===== src/rtl/st_adapter_pkg.sv =====
// Shared types and constants for the Avalon-ST channel adapter.
//   state_e   : packet framing state (idle, forwarding, dropping)
//   MODE_FLAG : bad-channel packets are forwarded with out_error set
//   MODE_DROP : bad-channel packets are discarded and counted
package st_adapter_pkg;

    typedef enum logic [1:0] {
        StIdle,
        StPass,
        StDrop
    } state_e;

    localparam int unsigned MODE_FLAG = 0;
    localparam int unsigned MODE_DROP = 1;

endpackage


===== src/rtl/st_skid_buffer.sv =====
// Two-entry registered skid buffer (valid/ready).
//   clk_i, rst_i              : clock, asynchronous active-high reset
//   in_valid_i/in_ready_o     : upstream handshake; in_ready_o is a register
//   in_data_i                 : upstream payload
//   out_valid_o/out_ready_i   : downstream handshake; outputs come from registers
//   out_data_o                : downstream payload
// The output register is the primary entry; the skid register catches the one
// beat that can arrive in the cycle after downstream stalls.
module st_skid_buffer #(
    parameter int unsigned Width = 8
) (
    input  logic             clk_i,
    input  logic             rst_i,
    input  logic             in_valid_i,
    output logic             in_ready_o,
    input  logic [Width-1:0] in_data_i,
    output logic             out_valid_o,
    input  logic             out_ready_i,
    output logic [Width-1:0] out_data_o
);

    logic             out_valid_q, out_valid_d;
    logic [Width-1:0] out_data_q, out_data_d;
    logic             skid_valid_q, skid_valid_d;
    logic [Width-1:0] skid_data_q, skid_data_d;
    logic             ready_q, ready_d;
    logic             push, pop;

    assign push = in_valid_i && ready_q;
    assign pop  = out_valid_q && out_ready_i;

    always_comb begin
        out_valid_d  = out_valid_q;
        out_data_d   = out_data_q;
        skid_valid_d = skid_valid_q;
        skid_data_d  = skid_data_q;
        if (skid_valid_q) begin
            // in_ready is low while the skid entry is full, so no push here.
            if (pop) begin
                out_data_d   = skid_data_q;
                skid_valid_d = 1'b0;
            end
        end else if (push) begin
            if (!out_valid_q || pop) begin
                out_valid_d = 1'b1;
                out_data_d  = in_data_i;
            end else begin
                skid_valid_d = 1'b1;
                skid_data_d  = in_data_i;
            end
        end else if (pop) begin
            out_valid_d = 1'b0;
        end
        // Separate register so in_ready stays low during reset and rises one edge later.
        ready_d = !skid_valid_d;
    end

    always_ff @(posedge clk_i or posedge rst_i) begin
        if (rst_i) begin
            out_valid_q  <= 1'b0;
            out_data_q   <= '0;
            skid_valid_q <= 1'b0;
            skid_data_q  <= '0;
            ready_q      <= 1'b0;
        end else begin
            out_valid_q  <= out_valid_d;
            out_data_q   <= out_data_d;
            skid_valid_q <= skid_valid_d;
            skid_data_q  <= skid_data_d;
            ready_q      <= ready_d;
        end
    end

    assign in_ready_o  = ready_q;
    assign out_valid_o = out_valid_q;
    assign out_data_o  = out_data_q;

endmodule


===== src/rtl/st_channel_adapter_skid.sv =====
// Avalon-ST channel adapter with range check and registered skid output.
//   clk, reset                  : clock, asynchronous active-high reset
//   in_*                        : Avalon-ST sink (valid/ready, data, channel, SOP, EOP)
//   out_*                       : Avalon-ST source; out_channel is the latched SOP channel,
//                                 zero-extended or truncated to OUT_CHAN_W; out_error marks
//                                 beats of out-of-range packets (flag mode only)
//   drop_count                  : saturating count of dropped packets
//   protocol_err                : sticky framing error (orphan beat or SOP mid-packet)
module st_channel_adapter_skid
    import st_adapter_pkg::*;
#(
    parameter int unsigned DATA_W        = 8,
    parameter int unsigned IN_CHAN_W     = 1,
    parameter int unsigned OUT_CHAN_W    = 8,
    parameter int unsigned MAX_CHAN      = 255,
    parameter int unsigned BAD_CHAN_MODE = 0
) (
    input  logic                  clk,
    input  logic                  reset,
    output logic                  in_ready,
    input  logic                  in_valid,
    input  logic [DATA_W-1:0]     in_data,
    input  logic [IN_CHAN_W-1:0]  in_channel,
    input  logic                  in_startofpacket,
    input  logic                  in_endofpacket,
    input  logic                  out_ready,
    output logic                  out_valid,
    output logic [DATA_W-1:0]     out_data,
    output logic [OUT_CHAN_W-1:0] out_channel,
    output logic                  out_startofpacket,
    output logic                  out_endofpacket,
    output logic                  out_error,
    output logic [15:0]           drop_count,
    output logic                  protocol_err
);

    localparam int unsigned PayW     = DATA_W + OUT_CHAN_W + 3;
    localparam int unsigned CmpW     = (IN_CHAN_W > 32) ? IN_CHAN_W : 32;
    localparam bit          DropMode = (BAD_CHAN_MODE == MODE_DROP);

    // Channel check, evaluated only on SOP beats.
    logic [CmpW-1:0]       chan_ext;
    logic                  chan_range_bad;
    logic                  chan_trunc_bad;
    logic                  chan_bad;
    logic [OUT_CHAN_W-1:0] chan_conv;

    assign chan_ext       = CmpW'(in_channel);
    assign chan_range_bad = chan_ext > CmpW'(MAX_CHAN);
    assign chan_conv      = OUT_CHAN_W'(in_channel);

    if (IN_CHAN_W > OUT_CHAN_W) begin : g_trunc
        assign chan_trunc_bad = |in_channel[IN_CHAN_W-1:OUT_CHAN_W];
    end else begin : g_no_trunc
        assign chan_trunc_bad = 1'b0;
    end

    assign chan_bad = chan_range_bad || chan_trunc_bad;

    state_e                state_q, state_d;
    logic [OUT_CHAN_W-1:0] chan_q, chan_d;
    logic                  err_q, err_d;
    logic [15:0]           cnt_q, cnt_d;
    logic                  proto_q, proto_d;

    logic                  accept;
    logic                  fwd;
    logic                  drop_inc;
    logic                  proto_set;
    logic                  beat_err;
    logic [OUT_CHAN_W-1:0] beat_chan;

    assign accept = in_valid && in_ready;

    always_comb begin
        state_d   = state_q;
        chan_d    = chan_q;
        err_d     = err_q;
        fwd       = 1'b0;
        drop_inc  = 1'b0;
        proto_set = 1'b0;
        beat_err  = err_q;
        beat_chan = chan_q;
        if (accept) begin
            if (in_startofpacket) begin
                // SOP always opens a new packet; inside a packet it is also a framing error.
                proto_set = (state_q != StIdle);
                chan_d    = chan_conv;
                err_d     = chan_bad;
                beat_chan = chan_conv;
                beat_err  = chan_bad;
                if (chan_bad && DropMode) begin
                    if (in_endofpacket) begin
                        drop_inc = 1'b1;
                        state_d  = StIdle;
                    end else begin
                        state_d  = StDrop;
                    end
                end else begin
                    fwd     = 1'b1;
                    state_d = in_endofpacket ? StIdle : StPass;
                end
            end else begin
                unique case (state_q)
                    StIdle: proto_set = 1'b1;
                    StPass: begin
                        fwd = 1'b1;
                        if (in_endofpacket) state_d = StIdle;
                    end
                    StDrop: begin
                        if (in_endofpacket) begin
                            drop_inc = 1'b1;
                            state_d  = StIdle;
                        end
                    end
                    default: state_d = StIdle;
                endcase
            end
        end
        cnt_d   = (drop_inc && (cnt_q != 16'hFFFF)) ? cnt_q + 16'd1 : cnt_q;
        proto_d = proto_q || proto_set;
    end

    always_ff @(posedge clk or posedge reset) begin
        if (reset) begin
            state_q <= StIdle;
            chan_q  <= '0;
            err_q   <= 1'b0;
            cnt_q   <= '0;
            proto_q <= 1'b0;
        end else begin
            state_q <= state_d;
            chan_q  <= chan_d;
            err_q   <= err_d;
            cnt_q   <= cnt_d;
            proto_q <= proto_d;
        end
    end

    logic [PayW-1:0] skid_in;
    logic [PayW-1:0] skid_out;
    logic            flag_err;

    assign flag_err = !DropMode && beat_err;
    assign skid_in  = {in_data, beat_chan, in_startofpacket, in_endofpacket, flag_err};

    st_skid_buffer #(
        .Width (PayW)
    ) u_skid (
        .clk_i       (clk),
        .rst_i       (reset),
        .in_valid_i  (fwd),
        .in_ready_o  (in_ready),
        .in_data_i   (skid_in),
        .out_valid_o (out_valid),
        .out_ready_i (out_ready),
        .out_data_o  (skid_out)
    );

    assign {out_data, out_channel, out_startofpacket, out_endofpacket, out_error} = skid_out;
    assign drop_count   = cnt_q;
    assign protocol_err = proto_q;

endmodule


===== config.mk =====
export PLATFORM = sky130hd
export DESIGN_NAME = st_channel_adapter_skid
export DESIGN_NICKNAME = d
export VERILOG_FILES = /design/src/rtl/st_adapter_pkg.sv /design/src/rtl/st_skid_buffer.sv /design/src/rtl/st_channel_adapter_skid.sv
export SDC_FILE = /design/constraint.sdc
export NUM_CORES = 1
export LEC_CHECK = 0
export CAP_MARGIN = 20
export CORE_MARGIN = 10
export CORE_UTILIZATION = 54
export DETAILED_ROUTE_END_ITERATION = 10
export PLACE_DENSITY = 0.85
export REMOVE_ABC_BUFFERS = 1
export SLEW_MARGIN = 5
export SYNTH_ARGS = -nofsm -noshare
export SYNTH_HDL_FRONTEND = slang
export SYNTH_SLANG_ARGS = --single-unit

===== constraint.sdc =====
create_clock -name clk -period 3.31 [get_ports clk]
set_input_delay 0.4965 -clock clk [delete_from_list [all_inputs] [get_ports clk]]
set_output_delay 0.4965 -clock clk [all_outputs]
set_load 0.05 [all_outputs]

Word level (Yosys, flattened, before mapping)
Index checks and enable logic that the tools add are counted.
- bitwise operators: 2
- eq/ne operators: 7
- $add $sub $neg: 1
- reductions and logical operators: 18
- magnitude comparators: 1
- mux-type cells: 29
- operators with widths (kind ; count):
    19-bit two-way mux ; 4
    1-bit two-way mux ; 20
    16-bit by 1-bit adder with 16-bit output (second input constant) ; 1
    8-bit two-way mux ; 2
    16-bit != test (second input constant) ; 1
    3-bit AND reduction ; 4
    1-bit by 8-bit > comparator with 1-bit output (second input constant) ; 1
    2-bit nonzero test ; 4
    2-bit != test (second input constant) ; 3
    1-bit logical AND ; 4
    2-bit two-way mux ; 2
    2-bit case mux with 2 select lines ; 1
    3-bit by 1-bit != test with 1-bit output (second input constant) ; 1
    2-bit by 1-bit equality test with 1-bit output (second input constant) ; 1
    2-bit equality test (second input constant) ; 1
    1-bit zero test ; 2
    2-bit zero test ; 1
    1-bit logical OR ; 2
    1-bit NOT ; 2
    2-bit OR reduction ; 1
- output and inout bits: 38
- word-level logic and storage cells: 68
- register bits: 69

Logic depth before layout (Yosys ltp)
- depth after elaboration: 8
- gate-level depth with buffers: 7

By module
Synthesis repeated with hierarchy kept, for this count alone.
- cell total of the unflattened synthesis: 163
- area total of the unflattened synthesis: 2384.8 um2
- by module, submodules not included (module ; times used ; sequential area each (um2) ; area each (um2) ; cells each):
    st_skid_buffer ; 1 ; 1026.0 ; 1846.8 ; 114
    st_channel_adapter_skid ; 1 ; 275.3 ; 538.0 ; 49

Worst setup path after synthesis
OpenSTA, ideal clock, no wires.
- path type: input to register
- start: input in_startofpacket
- end: register u_skid.out_data_q[10] (netlist: u_skid.out_data_o[10])
- stages on the path: 6
- buffers on the path: 1
- slack: 1.421 ns
- arrival time: 1.764 ns
- cell sequence: inv_1 -> ha_1 -> nand4bb_4 -> a21oi_4 -> buf_6 -> mux2_2
- word-level cells in the longest chain between the ends: 5
- elaborated cells on any way between the ends: 10
- those cells by class: mux (7); reduce/logical (3)
- RTL lines (what ; line ; source):
    start: declaration ; st_channel_adapter_skid.sv:24 ; input logic in_startofpacket,
    8-bit two-way mux / 1-bit two-way mux (equally long branches) (2 in series) ; - ;
    19-bit two-way mux / 1-bit logical AND (equally long branches) ; - ;
    19-bit two-way mux / 2-bit nonzero test (equally long branches) ; - ;
    19-bit two-way mux / 3-bit AND reduction (equally long branches) ; - ;
    end signal: assignment ; st_skid_buffer.sv:67 ; out_data_q <= out_data_d;
    end: declaration ; st_skid_buffer.sv:23 ; logic [Width-1:0] out_data_q, out_data_d;
Parallel ways exist; a longest one is shown, timed or not. The select of a mux whose other input is x is not followed.
A chain may end at the register's enable or synchronous reset.

Final worst setup path
- start: input in_startofpacket
- end: register u_skid.out_data_q[12] (netlist: u_skid.out_data_o[12])
- word-level cells in the longest chain between the ends: 5
- RTL lines (what ; line ; source):
    1-bit two-way mux ; st_channel_adapter_skid.sv:85 ; if (in_startofpacket) begin
    1-bit two-way mux ; st_channel_adapter_skid.sv:84 ; if (accept) begin
    1-bit logical AND ; st_skid_buffer.sv:29 ; assign push = in_valid_i && ready_q;
    2-bit nonzero test (no source line) ; - ;
    3-bit AND reduction (no source line) ; - ;
No other way between the ends.

==> flow_results.org <==
** Status
- Result of the run :: finished, final reports clean

** STA
- The routed design could run at a clock period as short as roughly 2300 ps.
- Setup repair after global routing left no endpoint under its margin.
- Sum of negative setup slack :: 0 ps
- For the pin with the worst max-slew slack, the measured transition is between 600 and 700 ps.
- Between clock sinks in the finished design, the worst skew comes to 4.90 ps.
- The number of hold violations in the final report is 0.
- The worst pin sits at a relative slew slack of ~60%.
- Final cycle utilization of the critical path :: between 60% and 70%
- Fmax :: 438 MHz
- On the final layout, the worst hold slack is 415 ps.
- The max-slew violation count came to 0.
- Endpoints failing setup :: 0

** Run
- Max_cap viols :: 0

** Drt
- After detailed routing, the average wire length per cell comes to 15.8 um.
- Detail-routed via count per cell :: 5.14
- Vias after detailed routing :: around 1400
- For this block, the routed nets add up to 4250 um of wire.
- After the first detailed-routing iteration, the DRC count stood at 60.
- DRC viols :: 0
- The detail route stage leaves a number of antenna-violating nets equal to 0.
- Number of detailed-routing iterations run before antenna repair :: 4

** Synth
- Share of the yosys chip area belonging to registers :: 52.8%
- Counting flops and latches in the post-synthesis netlist gives 52.
- Gate Count Post-Synth :: approximately 180
- Share of the synthesized netlist area taken by xor and xnor gates :: 0%
- Summing the areas of all compound-gate instances in the mapped netlist gives between 6 and 7% of the synthesized area.
- Mean Syn Cell Area :: approximately 14 um^2
- After synthesis, the netlist uses 31 different library cells.
- Mux share of post-synthesis cell area :: between 20% and 30%
- Combinational family with the most area after synthesis :: multiplexers
- The Yosys step of the flow raised 0 warnings.
- After synthesis the cells add up to around 0.0025 mm^2.
- Of the total synthesized cell area, the portion taken by full adders, half adders and majority gates is 1.02%.
- Basic-gate share of the synthesized area counting and, or, nand and nor cells :: 7.77%

** Die
- IO Count :: 53
- Once the floorplan was initialized, standard cells occupied roughly 56% of the core.
- The floorplan step set the die height to about 90 um.
- Standard-cell rows :: 24
- The total area inside the core boundary comes to approximately 0.0044 mm^2.
- The floorplan step defined a die boundary enclosing 0.00767 mm^2.
- Die X :: 87.6 um

** Power
- Power spread over the standard cell area amounts to 806 mW/mm^2.
- For this design the static power due to leakage is 1.36 nW.
- Worst IR drop on VDD :: roughly 550 uV

** Critical path
- Measured in cells, the most critical reg-to-reg path has a length of 5.
- Longest individual stage delay on the worst path :: 540 ps
- The worst setup path is of the in -> reg kind.
- Data on the critical path arrives at its endpoint at around 2500 ps.
- The worst setup path is launched from an input port.
- The startpoint identified for the worst register-to-register timing path is u_skid.skid_valid_q.
- Critical path, cell by cell :: clkdlybuf4s50_1 > inv_1 > ha_1 > nand4bb_4 > a21oi_4 > buf_12 > mux2_2
- Master of the slowest instance on the critical path :: sky130_fd_sc_hd__clkdlybuf4s50_1
- Of all nets on the critical path, the largest fanout is 11.
- The worst setup path is captured at a register.
- Required time worst endpoint :: between 3000 and 4000 ps
- In this run the worst setup path begins at in_startofpacket.

** Clock network
- In this run the deepest clock path goes through 2 buffers.
- The tree is rooted in a sky130_fd_sc_hd__clkbuf_8.
- Hold Buf Count CTS :: 0
- After clock tree synthesis, the setup repair step added 0 buffers.
- Post-CTS repair changed the size of 0 cells.
- The H-tree generated during clock tree synthesis spans 2 levels.
- TritonCTS clock tree :: built
- Clock-pin slew was measured on the worst setup and hold paths at ~90 ps.
- Worst-Skew Late Latency :: roughly 310 ps
- Clock tree synthesis inserted a total of 5 buffers.
- Number of sinks on the clock net :: between 50 and 60

** Global route
- Largest net degree at the start of global routing :: between 50 and 60
- Grt total ovfl :: 0
- The first global-routing pass estimated 7280 um of wire.
- The via count of the first global-routing pass was ~1500.
- Global routing usage summed across all routing layers :: 12.1%
- The number of antenna violations at the first check in global routing is 0.

** Placed design
- Input and output buffers added on the ports amount to 36.
- At the end of routability-driven placement, the weighted congestion stood at around 0.83.
- The HPWL after detailed placement is between 3000 and 4000 um.

** Final layout
- The area growth from synthesis to layout is 17.6%.
- # diodes :: 0
- Layout cell share with drive strength beyond 1 :: between 20 and 30%
- The layout has around 340 filler cells.
- Layout net count :: around 230

** Hold path
- Min-delay worst type :: in -> async
[synth_stat cells]
cell type	instances	share of area (%)
sky130_fd_sc_hd__inv_1	5	0.76
sky130_fd_sc_hd__a22oi_1	1	0.30
sky130_fd_sc_hd__o21bai_1	1	0.30
sky130_fd_sc_hd__a21oi_4	1	0.66
sky130_fd_sc_hd__and2_1	8	2.0
sky130_fd_sc_hd__mux2_4	10	6.1
sky130_fd_sc_hd__ha_1	2	1.0
sky130_fd_sc_hd__nand3_1	1	0.20
sky130_fd_sc_hd__mux2i_1	1	0.41
sky130_fd_sc_hd__o21ai_0	2	0.41
sky130_fd_sc_hd__nand3b_2	1	0.46
sky130_fd_sc_hd__buf_4	16	4.9
sky130_fd_sc_hd__nand4bb_4	1	1.1
sky130_fd_sc_hd__a311o_2	1	0.46
sky130_fd_sc_hd__o311ai_0	1	0.36
sky130_fd_sc_hd__buf_2	3	0.61
sky130_fd_sc_hd__and3b_4	1	0.51
sky130_fd_sc_hd__dfrtp_1	52	53
sky130_fd_sc_hd__mux2_2	37	17
sky130_fd_sc_hd__nor2b_1	9	2.3
sky130_fd_sc_hd__buf_12	1	0.81
sky130_fd_sc_hd__nand2b_1	1	0.25
sky130_fd_sc_hd__a21o_1	1	0.30
sky130_fd_sc_hd__conb_1	1	0.15
sky130_fd_sc_hd__clkbuf_1	1	0.15
sky130_fd_sc_hd__buf_6	3	1.4
sky130_fd_sc_hd__a22o_1	8	2.8
sky130_fd_sc_hd__o22ai_1	1	0.25
sky130_fd_sc_hd__and2b_1	1	0.30
sky130_fd_sc_hd__nand2_1	4	0.61
sky130_fd_sc_hd__a21oi_1	2	0.41
[worst max-delay path: cells and delay by family]
family                     cells  cell delay (ps)
adders and majority gates      1              210
muxes                          1              330
buffers and inverters          3              830
and+or+nand+nor                1              240
AOI/OAI and AO/OA              1              350
[per-layer routing]
layer  global-route usage, %  part of all wire [%]  vias up
met5                       0                     0        -
met4                    6.23                   2.2        0
met1                    14.8                    45      675
li1                        -                     -      667
met2                    17.3                    45       35
met3                    5.66                   8.4        6
[logic make-up after synthesis]
| kind of cell | Yosys count |
|---|---|
| buffers and inverters | 29 |
| AND/OR/NAND/NOR | 27 |
| other | 1 |
| multiplexers | 48 |
| flip-flops | 52 |
| adder cells (fa/ha/maj) | 2 |
| AO/OA/AOI/OAI | 19 |
[state kept, by name, indices dropped and copies added, names as in the netlist]
register,flops
u_skid.in_ready_o,1
state_q,1
u_skid.out_data_o,19
err_q,1
chan_q,8
u_skid.out_valid_o,1
u_skid.skid_valid_q,1
u_skid.skid_data_q,19
protocol_err,1
[cell type report]
type                            count  area, um^2  share of cell area [%]
Clock inverter                      2        16.3                   0.561
Clock buffer                        6        72.6                    2.50
Multi-Input combinational cell    112        1010                    34.8
Timing Repair Buffer               40         415                    14.3
Sequential cell                    52        1300                    44.9
Tap cell                           52        65.1                    2.25
Inverter                            5        18.8                   0.648
[through the flow]
stage,setup WS (ps),total power [mW],instances,utilization [%],area [um^2]
finish,1030,2.33,269,66.1,2900
global route,941,2.47,269,66.1,2900
CTS,1030,2.36,268,65.6,2880
detailed placement,694,2.00,260,63.6,2790
global placement,724,1.98,260,63.6,2790
floorplan,1300,1.66,169,-,2330
[final timing paths]
kind                                    endpoint  slack (ps)
max in group asynchronous  u_skid.out_data_o[16]        2420
hold / removal              u_skid.out_data_o[1]         420
setup / recovery           u_skid.out_data_o[12]        1030
min in group clk                    protocol_err         480
setup reg to reg           u_skid.out_data_o[12]        1180
hold reg to reg                     protocol_err         480
[cell usage in the layout, fill, tap and decap left out, types with 2 or more instances in the layout]
cell type and instances:
sky130_fd_sc_hd__dfrtp_1 52, sky130_fd_sc_hd__a21oi_1 2, sky130_fd_sc_hd__ha_1 2, sky130_fd_sc_hd__o21ai_0 2, sky130_fd_sc_hd__a22o_1 8, sky130_fd_sc_hd__clkbuf_8 5, sky130_fd_sc_hd__inv_1 4, sky130_fd_sc_hd__clkdlybuf4s50_1 36
sky130_fd_sc_hd__mux2_4 10, sky130_fd_sc_hd__conb_1 16, sky130_fd_sc_hd__mux2_2 37, sky130_fd_sc_hd__nand2_1 4, sky130_fd_sc_hd__buf_4 2, sky130_fd_sc_hd__nor2b_1 9, sky130_fd_sc_hd__buf_12 2, sky130_fd_sc_hd__and2_1 8
[power by group]
| part | internal, mW | total (mW) | switching (mW) | leakage (nW) |
|---|---|---|---|---|
| clock network | 0.151 | 0.356 | 0.205 | 0.0414 |
| logic | 0.468 | 1.05 | 0.584 | 0.651 |
| registers | 0.799 | 0.927 | 0.128 | 0.671 |
| total | 1.42 | 2.33 | 0.917 | 1.36 |
No activity file was read; power rests on OpenSTA's default activity.
